--- src/rtl/car_speed_ctrl_if.sv ---
// Game-control bundle between the car game logic and the speed scheduler:
// start/pause/crash requests in, tick strobe and status out.
interface car_speed_ctrl_if;
    logic       start;
    logic       pause;
    logic       crash;
    logic       move_tick;
    logic [1:0] level;
    logic [2:0] speed_sel;
    logic       running;
    logic       game_over;

    modport master (
        output start,
        output pause,
        output crash,
        input  move_tick,
        input  level,
        input  speed_sel,
        input  running,
        input  game_over
    );

    modport slave (
        input  start,
        input  pause,
        input  crash,
        output move_tick,
        output level,
        output speed_sel,
        output running,
        output game_over
    );
endinterface

--- src/rtl/car_speed_ctrl.sv ---
// Speed scheduler for the car game: divides CLOCK_50 into a move_tick strobe
// whose period shortens 1/2 s -> 1/4 s -> 1/8 s and sequences IDLE/RUN/PAUSED/OVER.
module car_speed_ctrl #(
    parameter int CLK_HZ          = 50_000_000,
    parameter int TICKS_PER_LEVEL = 16
) (
    input  logic              CLOCK_50,
    input  logic              Reset,
    car_speed_ctrl_if.slave   bus
);

    localparam int P0     = CLK_HZ / 2;
    localparam int P1     = CLK_HZ / 4;
    localparam int P2     = CLK_HZ / 8;
    localparam int CNT_W  = $clog2(P0);
    localparam int TCNT_W = (TICKS_PER_LEVEL > 1) ? $clog2(TICKS_PER_LEVEL) : 1;

    localparam logic [CNT_W-1:0]  LAST0     = CNT_W'(P0 - 1);
    localparam logic [CNT_W-1:0]  LAST1     = CNT_W'(P1 - 1);
    localparam logic [CNT_W-1:0]  LAST2     = CNT_W'(P2 - 1);
    localparam logic [TCNT_W-1:0] TCNT_LAST = TCNT_W'(TICKS_PER_LEVEL - 1);
    localparam logic [1:0]        LVL_MAX   = 2'd2;

    typedef enum logic [1:0] {
        IDLE   = 2'd0,
        RUN    = 2'd1,
        PAUSED = 2'd2,
        OVER   = 2'd3
    } state_t;

    state_t              state, state_n;
    logic [CNT_W-1:0]    cnt, cnt_n;
    logic [TCNT_W-1:0]   tcnt, tcnt_n;
    logic [1:0]          level, level_n;
    logic                tick, tick_n;

    function automatic logic [CNT_W-1:0] period_last(input logic [1:0] lvl);
        case (lvl)
            2'd0:    return LAST0;
            2'd1:    return LAST1;
            default: return LAST2;
        endcase
    endfunction

    function automatic logic [2:0] level_onehot(input logic [1:0] lvl);
        case (lvl)
            2'd0:    return 3'b100;
            2'd1:    return 3'b010;
            default: return 3'b001;
        endcase
    endfunction

    always_ff @(posedge CLOCK_50) begin
        if (Reset) begin
            state <= IDLE;
            cnt   <= '0;
            tcnt  <= '0;
            level <= 2'd0;
            tick  <= 1'b0;
        end else begin
            state <= state_n;
            cnt   <= cnt_n;
            tcnt  <= tcnt_n;
            level <= level_n;
            tick  <= tick_n;
        end
    end

    always_comb begin
        state_n = state;
        cnt_n   = cnt;
        tcnt_n  = tcnt;
        level_n = level;
        tick_n  = 1'b0;

        case (state)
            IDLE, OVER: begin
                // OVER keeps level on display until the next game starts
                if (bus.start) begin
                    state_n = RUN;
                    cnt_n   = '0;
                    tcnt_n  = '0;
                    level_n = 2'd0;
                end
            end

            RUN: begin
                if (bus.crash) begin
                    state_n = OVER;
                end else if (bus.pause) begin
                    // cnt may sit at P-1 here; the tick then fires on resume
                    state_n = PAUSED;
                end else if (cnt == period_last(level)) begin
                    cnt_n  = '0;
                    tick_n = 1'b1;
                    if (tcnt == TCNT_LAST) begin
                        tcnt_n = '0;
                        if (level < LVL_MAX)
                            level_n = level + 2'd1;
                    end else begin
                        tcnt_n = tcnt + 1'b1;
                    end
                end else begin
                    cnt_n = cnt + 1'b1;
                end
            end

            PAUSED: begin
                if (bus.crash)
                    state_n = OVER;
                else if (!bus.pause)
                    state_n = RUN;
            end

            default: state_n = IDLE;
        endcase
    end

    assign bus.move_tick = tick;
    assign bus.level     = level;
    assign bus.speed_sel = level_onehot(level);
    assign bus.running   = (state == RUN);
    assign bus.game_over = (state == OVER);

endmodule

--- src/flat_wrapper.sv ---
// flat-port wrapper written by rule: the top's interface ports become plain ports
module car_speed_ctrl_flat 
#(
    parameter int CLK_HZ          = 50_000_000,
    parameter int TICKS_PER_LEVEL = 16
)
  (CLOCK_50, Reset, bus_start, bus_pause, bus_crash, bus_move_tick, bus_level, bus_speed_sel, bus_running, bus_game_over);
  car_speed_ctrl_if bus_i ();
  input  logic CLOCK_50;
  input  logic Reset;
  input wire logic [$bits(bus_i.start)-1:0] bus_start;
  input wire logic [$bits(bus_i.pause)-1:0] bus_pause;
  input wire logic [$bits(bus_i.crash)-1:0] bus_crash;
  output wire logic [$bits(bus_i.move_tick)-1:0] bus_move_tick;
  output wire logic [$bits(bus_i.level)-1:0] bus_level;
  output wire logic [$bits(bus_i.speed_sel)-1:0] bus_speed_sel;
  output wire logic [$bits(bus_i.running)-1:0] bus_running;
  output wire logic [$bits(bus_i.game_over)-1:0] bus_game_over;
  assign bus_i.start = bus_start;
  assign bus_i.pause = bus_pause;
  assign bus_i.crash = bus_crash;
  assign bus_move_tick = bus_i.move_tick;
  assign bus_level = bus_i.level;
  assign bus_speed_sel = bus_i.speed_sel;
  assign bus_running = bus_i.running;
  assign bus_game_over = bus_i.game_over;
  car_speed_ctrl #(.CLK_HZ(CLK_HZ), .TICKS_PER_LEVEL(TICKS_PER_LEVEL)) u_core (.CLOCK_50(CLOCK_50), .Reset(Reset), .bus(bus_i));
endmodule
--- config.mk ---
export PLATFORM = sky130hd
export DESIGN_NAME = car_speed_ctrl_flat
export DESIGN_NICKNAME = d
export VERILOG_FILES = /design/src/rtl/car_speed_ctrl_if.sv /design/src/rtl/car_speed_ctrl.sv /design/src/flat_wrapper.sv
export SDC_FILE = /design/constraint.sdc
export NUM_CORES = 1
export LEC_CHECK = 0
export CORE_MARGIN = 5
export CORE_UTILIZATION = 58
export CTS_CLUSTER_DIAMETER = 100
export CTS_CLUSTER_SIZE = 24
export DETAILED_ROUTE_END_ITERATION = 12
export GPL_TIMING_DRIVEN = 0
export HOLD_SLACK_MARGIN = 0.08
export PLACE_DENSITY = 0.79
export SYNTH_ARGS = -nofsm -noshare
export SYNTH_HDL_FRONTEND = slang
export SYNTH_SLANG_ARGS = --single-unit
export TNS_END_PERCENT = 20
--- constraint.sdc ---
create_clock -name CLOCK_50 -period 2.2 [get_ports CLOCK_50]
set_input_delay 0.22 -clock CLOCK_50 [delete_from_list [all_inputs] [get_ports CLOCK_50]]
set_output_delay 0.22 -clock CLOCK_50 [all_outputs]
set_load 0.01 [all_outputs]
== Yosys cells after proc, flatten, opt, wreduce, memory -nomap -nowiden ==
Cells that the tools add are included.
Operators by class
  add/subtract/negate cells: 3
  order comparisons: 1
  equal/unequal tests: 14
  muxes and demuxes: 30
  bitwise operators: 1
  reduce and logical (&&, ||, !) cells: 9
Operators by type and width (count)
  25-bit 2-to-1 mux: 7
  25-bit case mux with 2 select lines: 2
  25-bit by 1-bit adder with 25-bit output, second input constant: 1
  25-bit equality test: 1
  2-bit 2-to-1 mux: 11
  4-bit 2-to-1 mux: 5
  4-bit case mux with 2 select lines: 1
  7-bit AND reduction: 1
  2-bit by 1-bit inequality test with 1-bit output, second input constant: 3
  2-bit inequality test, second input constant: 3
  3-bit inequality test, second input constant: 2
  2-bit case mux with 3 select lines: 1
  3-bit case mux with 2 select lines: 1
  5-bit AND reduction: 1
  4-bit by 1-bit adder with 4-bit output, second input constant: 1
  2-bit by 1-bit equality test with 1-bit output, second input constant: 2
  2-bit equality test, second input constant: 2
  4-bit equality test, second input constant: 1
  2-bit zero test: 2
  2-bit case mux with 2 select lines: 1
  4-bit AND reduction: 1
  4-bit OR reduction: 1
  3-bit AND reduction: 1
  2-bit by 1-bit adder with 2-bit output, second input constant: 1
  other kinds (5): 5
Word-level totals
  bits in registers: 34
  output and inout bits: 8
  word-level logic and storage cells: 63

== Logic depth before layout (Yosys ltp) ==
  depth after elaboration: 10
  depth in mapped cells: 8

== Worst setup path after synthesis ==
No wires, ideal clock.
  path kind: register -> register
  from: reg u_core.level[1] (netlist: u_core.bus.level[1])
  to: reg u_core.level[0] (netlist: u_core.bus.level[0])
  data arrival time: 2.017 ns
  data required time: 2.109 ns
  slack: 0.093 ns
  cell stages (with the launch flop): 8
  path buffers: 0
  clock period less this slack: 2.107 ns
  cells stage by stage: dfxtp_1 -> inv_1 -> ha_1 -> nor4b_1 -> o2111a_1 -> nand4_1 -> o41a_1 -> a311oi_1
On the way
  longest elaborated chain between the ends: 8
Ends and longest elaborated chain
  from (decl): line car_speed_ctrl.sv:34  | logic [1:0] level, level_n;
  from (signal assigned): line car_speed_ctrl.sv:64  | level <= level_n;
  2-bit by 1-bit equality test with 1-bit output / 2-bit zero test (equally long branches): line car_speed_ctrl.sv:38  | case (lvl)
  25-bit case mux with 2 select lines: line car_speed_ctrl.sv:38
  25-bit 2-to-1 mux: line car_speed_ctrl.sv:90  | end else if (bus.pause) begin
  25-bit 2-to-1 mux: line car_speed_ctrl.sv:88  | if (bus.crash) begin
  25-bit 2-to-1 mux: line car_speed_ctrl.sv:76  | case (state)
  25-bit equality test: line car_speed_ctrl.sv:93  | end else if (cnt == period_last(level)) begin
  2-bit by 1-bit inequality test with 1-bit output (no source line)
  7-bit AND reduction (no source line) *
Every way passes the cells marked *; elsewhere a longest branch is shown, timed or not. The select of a mux whose other input is x is not followed.
A chain may end at the register's enable or synchronous reset.

== Worst setup path after layout ==
Same ends and word-level chain as after synthesis.

==> metrics.md <==
| Metric | Value |
|---|---|
| Worst path max stage delay | `0.42 ns` |
| Layout cells sized above 1 | `0.120` |
| Clk Latency, worst-skew pair | `0.33 ns` |
| Area fraction of the dominant cell type after synthesis | `0.357` |
| Fin. Hold Viols | `0` |
| CP Class | `reg2reg` |
| Die width | `a little under 70 microns` |
| Placed Cells incl. Taps | `278` |
| Buf+Inv Stages, Crit Path | `1` |
| DRC Markers | `0` |
| Met3 WL | `227 microns` |
| Max Fclk | `~480 MHz` |
| Crit path launch type | `register` |
| GPL Wtd Cong | `0.878` |
| P_leak | `0.000731 uW` |
| TritonCTS buffer count | `5` |
| Number of synthesized flops with an enable pin | `0` |
| Slew Limit Fails | `0` |
| Synth area leader | `dfxtp_1` |
| Clock transition at path regs | `0.10 ns` |
| Post-Syn Instances | `223` |
| Clk network pwr share | `0.271` |
| Switching power | `409 uW` |
| Mean post-synth cell area | `roughly 8.6 sq um` |
| DR pass1 iterations | `4` |
| Metal2 WL | `2130 microns` |
| CTS max path bufs | `2` |
| Sw Ratio | `0.318` |
| Fin Setup TNS | `0 ns` |
| Final net count | `256` |
| Worst Path Max Fanout | `6` |
| CP delay by family, top | `compound AO/OA/AOI/OAI gates` |
| Asr flop ratio synth | `0` |
| Main flop type after synthesis | `dfxtp_1` |
| Cell area after synthesis | `1910 sq um` |
| Fin crit share | `0.954` |
| Tmin final | `2.10 ns` |
| Final setup fails | `0` |
| CTS tree | `yes` |
| Synth-to-Final Area Change | `16.1%` |
| Sequential-to-total area share from yosys stat | `0.357` |
| WL per Instance | `15.0 microns` |
| Comb power frac | `0.227` |
| Core area | `3100 sq um` |
| Flop pwr share | `0.502` |
| Routed WL | `4300 microns` |
| Crit-path slowest cell | `o41a_1` |
| GRT Util Overall | `0.219` |
| Total power | `1290 uW` |
| Post-route ant nets | `0` |
| Max H-tree Level | `2` |
| Final HPWL DP | `roughly 3000 microns` |
| CP arrival | `roughly 2.3 ns` |
| Fillers | `275` |
| Most frequent cell after synthesis | `dfxtp_1` |
| Worst Hold Class | `in2reg` |
| Max-cap violations | `0` |
| Max layer used | `met4` |
| Placed cell area | `2070 sq um` |
| Routed vias/inst | `6.12` |
| Synth area leaders | `dfxtp_1 36%, nor2_1 5.5%, xor2_1 5.5%, ha_1 5.2%, xnor2_1 5.1%` |
| Critical path endpoint category | `register` |
| IO Pins | `13` |
| DR vias | `1751` |
| Starting DRT DRC Count | `117` |
| Total number of yosys warnings | `0` |
| Worst Skew | `0.00208 ns` |
| Pre-CTS setup slack | `-0.252 ns` |
| Initial antenna violation count | `0` |
| Vias in the first global route | `around 1700` |
| Starting density of the core | `0.615` |
| Port bufs | `11` |
| Die area | `4530 sq um` |
| DRT met1 WL | `1860 microns` |
| Largest net degree at the start of global routing | `11` |
| Pwr dens | `slightly below 600 nW/um^2` |
| Register bit total from synthesis | `34` |
| # rows | `20` |
| CP cell instances | `inv_1 > ha_2 > nor4b_4 > o2111a_1 > nand4_1 > o41a_1 > a311oi_1` |
| Fin area | `2210 sq um` |
| Clk Tree Root Cell | `clkbuf_4` |
| Die H | `67.3 microns` |
| Final worst setup slack | `0.102 ns` |
| Total grt overflow | `0` |
| Status | `completed` |
| Worst slew pin tran | `between 0.5 and 0.6 ns` |
| Synth unique cells | `43` |
| Internal power | `876 uW` |
| Post-Syn Nets | `between 200 and 250` |
| Synth cell count leaders | `34 x dfxtp_1, 28 x nor2_1, 16 x nand3_1` |
| Critical Path RT | `~2.5 ns` |
| Finished Layout Cells | `about 290` |
| RSZ-0062 raised after global routing | `yes` |
| Worst slew margin | `0.644` |
| ANT cells | `0` |
| Sink Count | `34` |
| Maximum vdd ir drop | `between 0.3 and 0.4 mV` |
| Global-route wire length before repair | `about 7600 microns` |
worst paths after layout:
kind | from | to | slack [ns] | cells past startpoint
hold reg to reg | u_core.bus.level[0] | u_core.bus.level[0] | 0.49 | 1
setup / recovery | u_core.bus.level[1] | u_core.bus.level[0] | 0.10 | 7
hold / removal | Reset | u_core.cnt[5] | 0.27 | 2
setup reg to reg | u_core.bus.level[1] | u_core.bus.level[0] | 0.10 | 7
cells in the final DEF (no fill, tap or decap), drive strengths merged, types with 4 or more instances in the layout:
| cell | Yosys | layout |
|---|---|---|
| buf | 3 | 6 |
| nor3 | 6 | 6 |
| nor4bb | 4 | 4 |
| inv | 9 | 9 |
| clkdlybuf4s50 | 0 | 11 |
| ha | 8 | 8 |
| nand3 | 17 | 17 |
| nor2 | 28 | 28 |
| nor4 | 7 | 7 |
| xnor2 | 11 | 11 |
| o21ai | 7 | 7 |
| and4 | 6 | 6 |
| nand4 | 12 | 12 |
| nand2 | 14 | 14 |
| a21oi | 8 | 8 |
| dfxtp | 34 | 34 |
| clkbuf | 3 | 8 |
| xor2 | 12 | 12 |
per-stage QoR:
step                      hold slack [ns]  utilization
final                               0.273        0.714
after global routing                0.303        0.714
after CTS                           0.282        0.698
after detailed placement            0.489        0.668
after global placement              0.474        0.668
after floorplan                     0.297            -
final cells by class:
cell class / instances / area (sq um) / share of cell area
clock buffer: 6 / 51.3 / 0.0232
buffer: 5 / 31.3 / 0.0141
multi-input combinational: 174 / 1220 / 0.553
sequential: 34 / 686 / 0.310
tap: 44 / 55.1 / 0.0249
timing repair buffer: 14 / 133 / 0.0599
inverter: 9 / 33.8 / 0.0153
state kept, by name, summed over array words and instances (netlist names):
| register | count |
|---|---|
| u_core.cnt | 25 |
| u_core.tcnt | 4 |
| u_core.bus.level | 2 |
| u_core.state | 2 |
| u_core.bus.move_tick | 1 |
cells by family after synthesis:
group | Yosys count | synth area share
AO/OA/AOI/OAI | 29 | 0.104
multiplexers | 4 | 0.0223
flip-flops | 34 | 0.357
AND/OR/NAND/NOR | 110 | 0.327
buffers and inverters | 15 | 0.0315
XOR/XNOR | 23 | 0.106
adder cells (fa/ha/maj) | 8 | 0.0525
power groups by stage:
stage / sequential (uW) / combinational (uW) / clock (uW)
4_1_cts: 647 / 274 / 349
3_3_place_gp: 660 / 249 / 0
6_report: 645 / 292 / 348
2_1_floorplan: 657 / 185 / 0
5_1_grt: 648 / 322 / 383
3_5_place_dp: 661 / 253 / 0
layer usage:
metal	up-vias	GRT usage
met4	0	0.0785
met3	12	0.0616
met2	60	0.364
li1	858	-
met1	821	0.268
met5	-	0
worst register-to-register path: stages (launching register included):
cell      delay (ns)
dfxtp_4         0.39
inv_1           0.07
ha_2            0.22
nor4b_4         0.30
o2111a_1        0.21
nand4_1         0.17
o41a_1          0.42
a311oi_1        0.22
repair_timing:
action	4_1_cts	5_1_grt
endpoints found under the setup margin	30	31
hold buffers	0	0
setup buffers	3	0
resized for setup	6	10
pin swaps	2	4
hold endpoints to repair	0	0
Power figures use the tool's default switching activity.
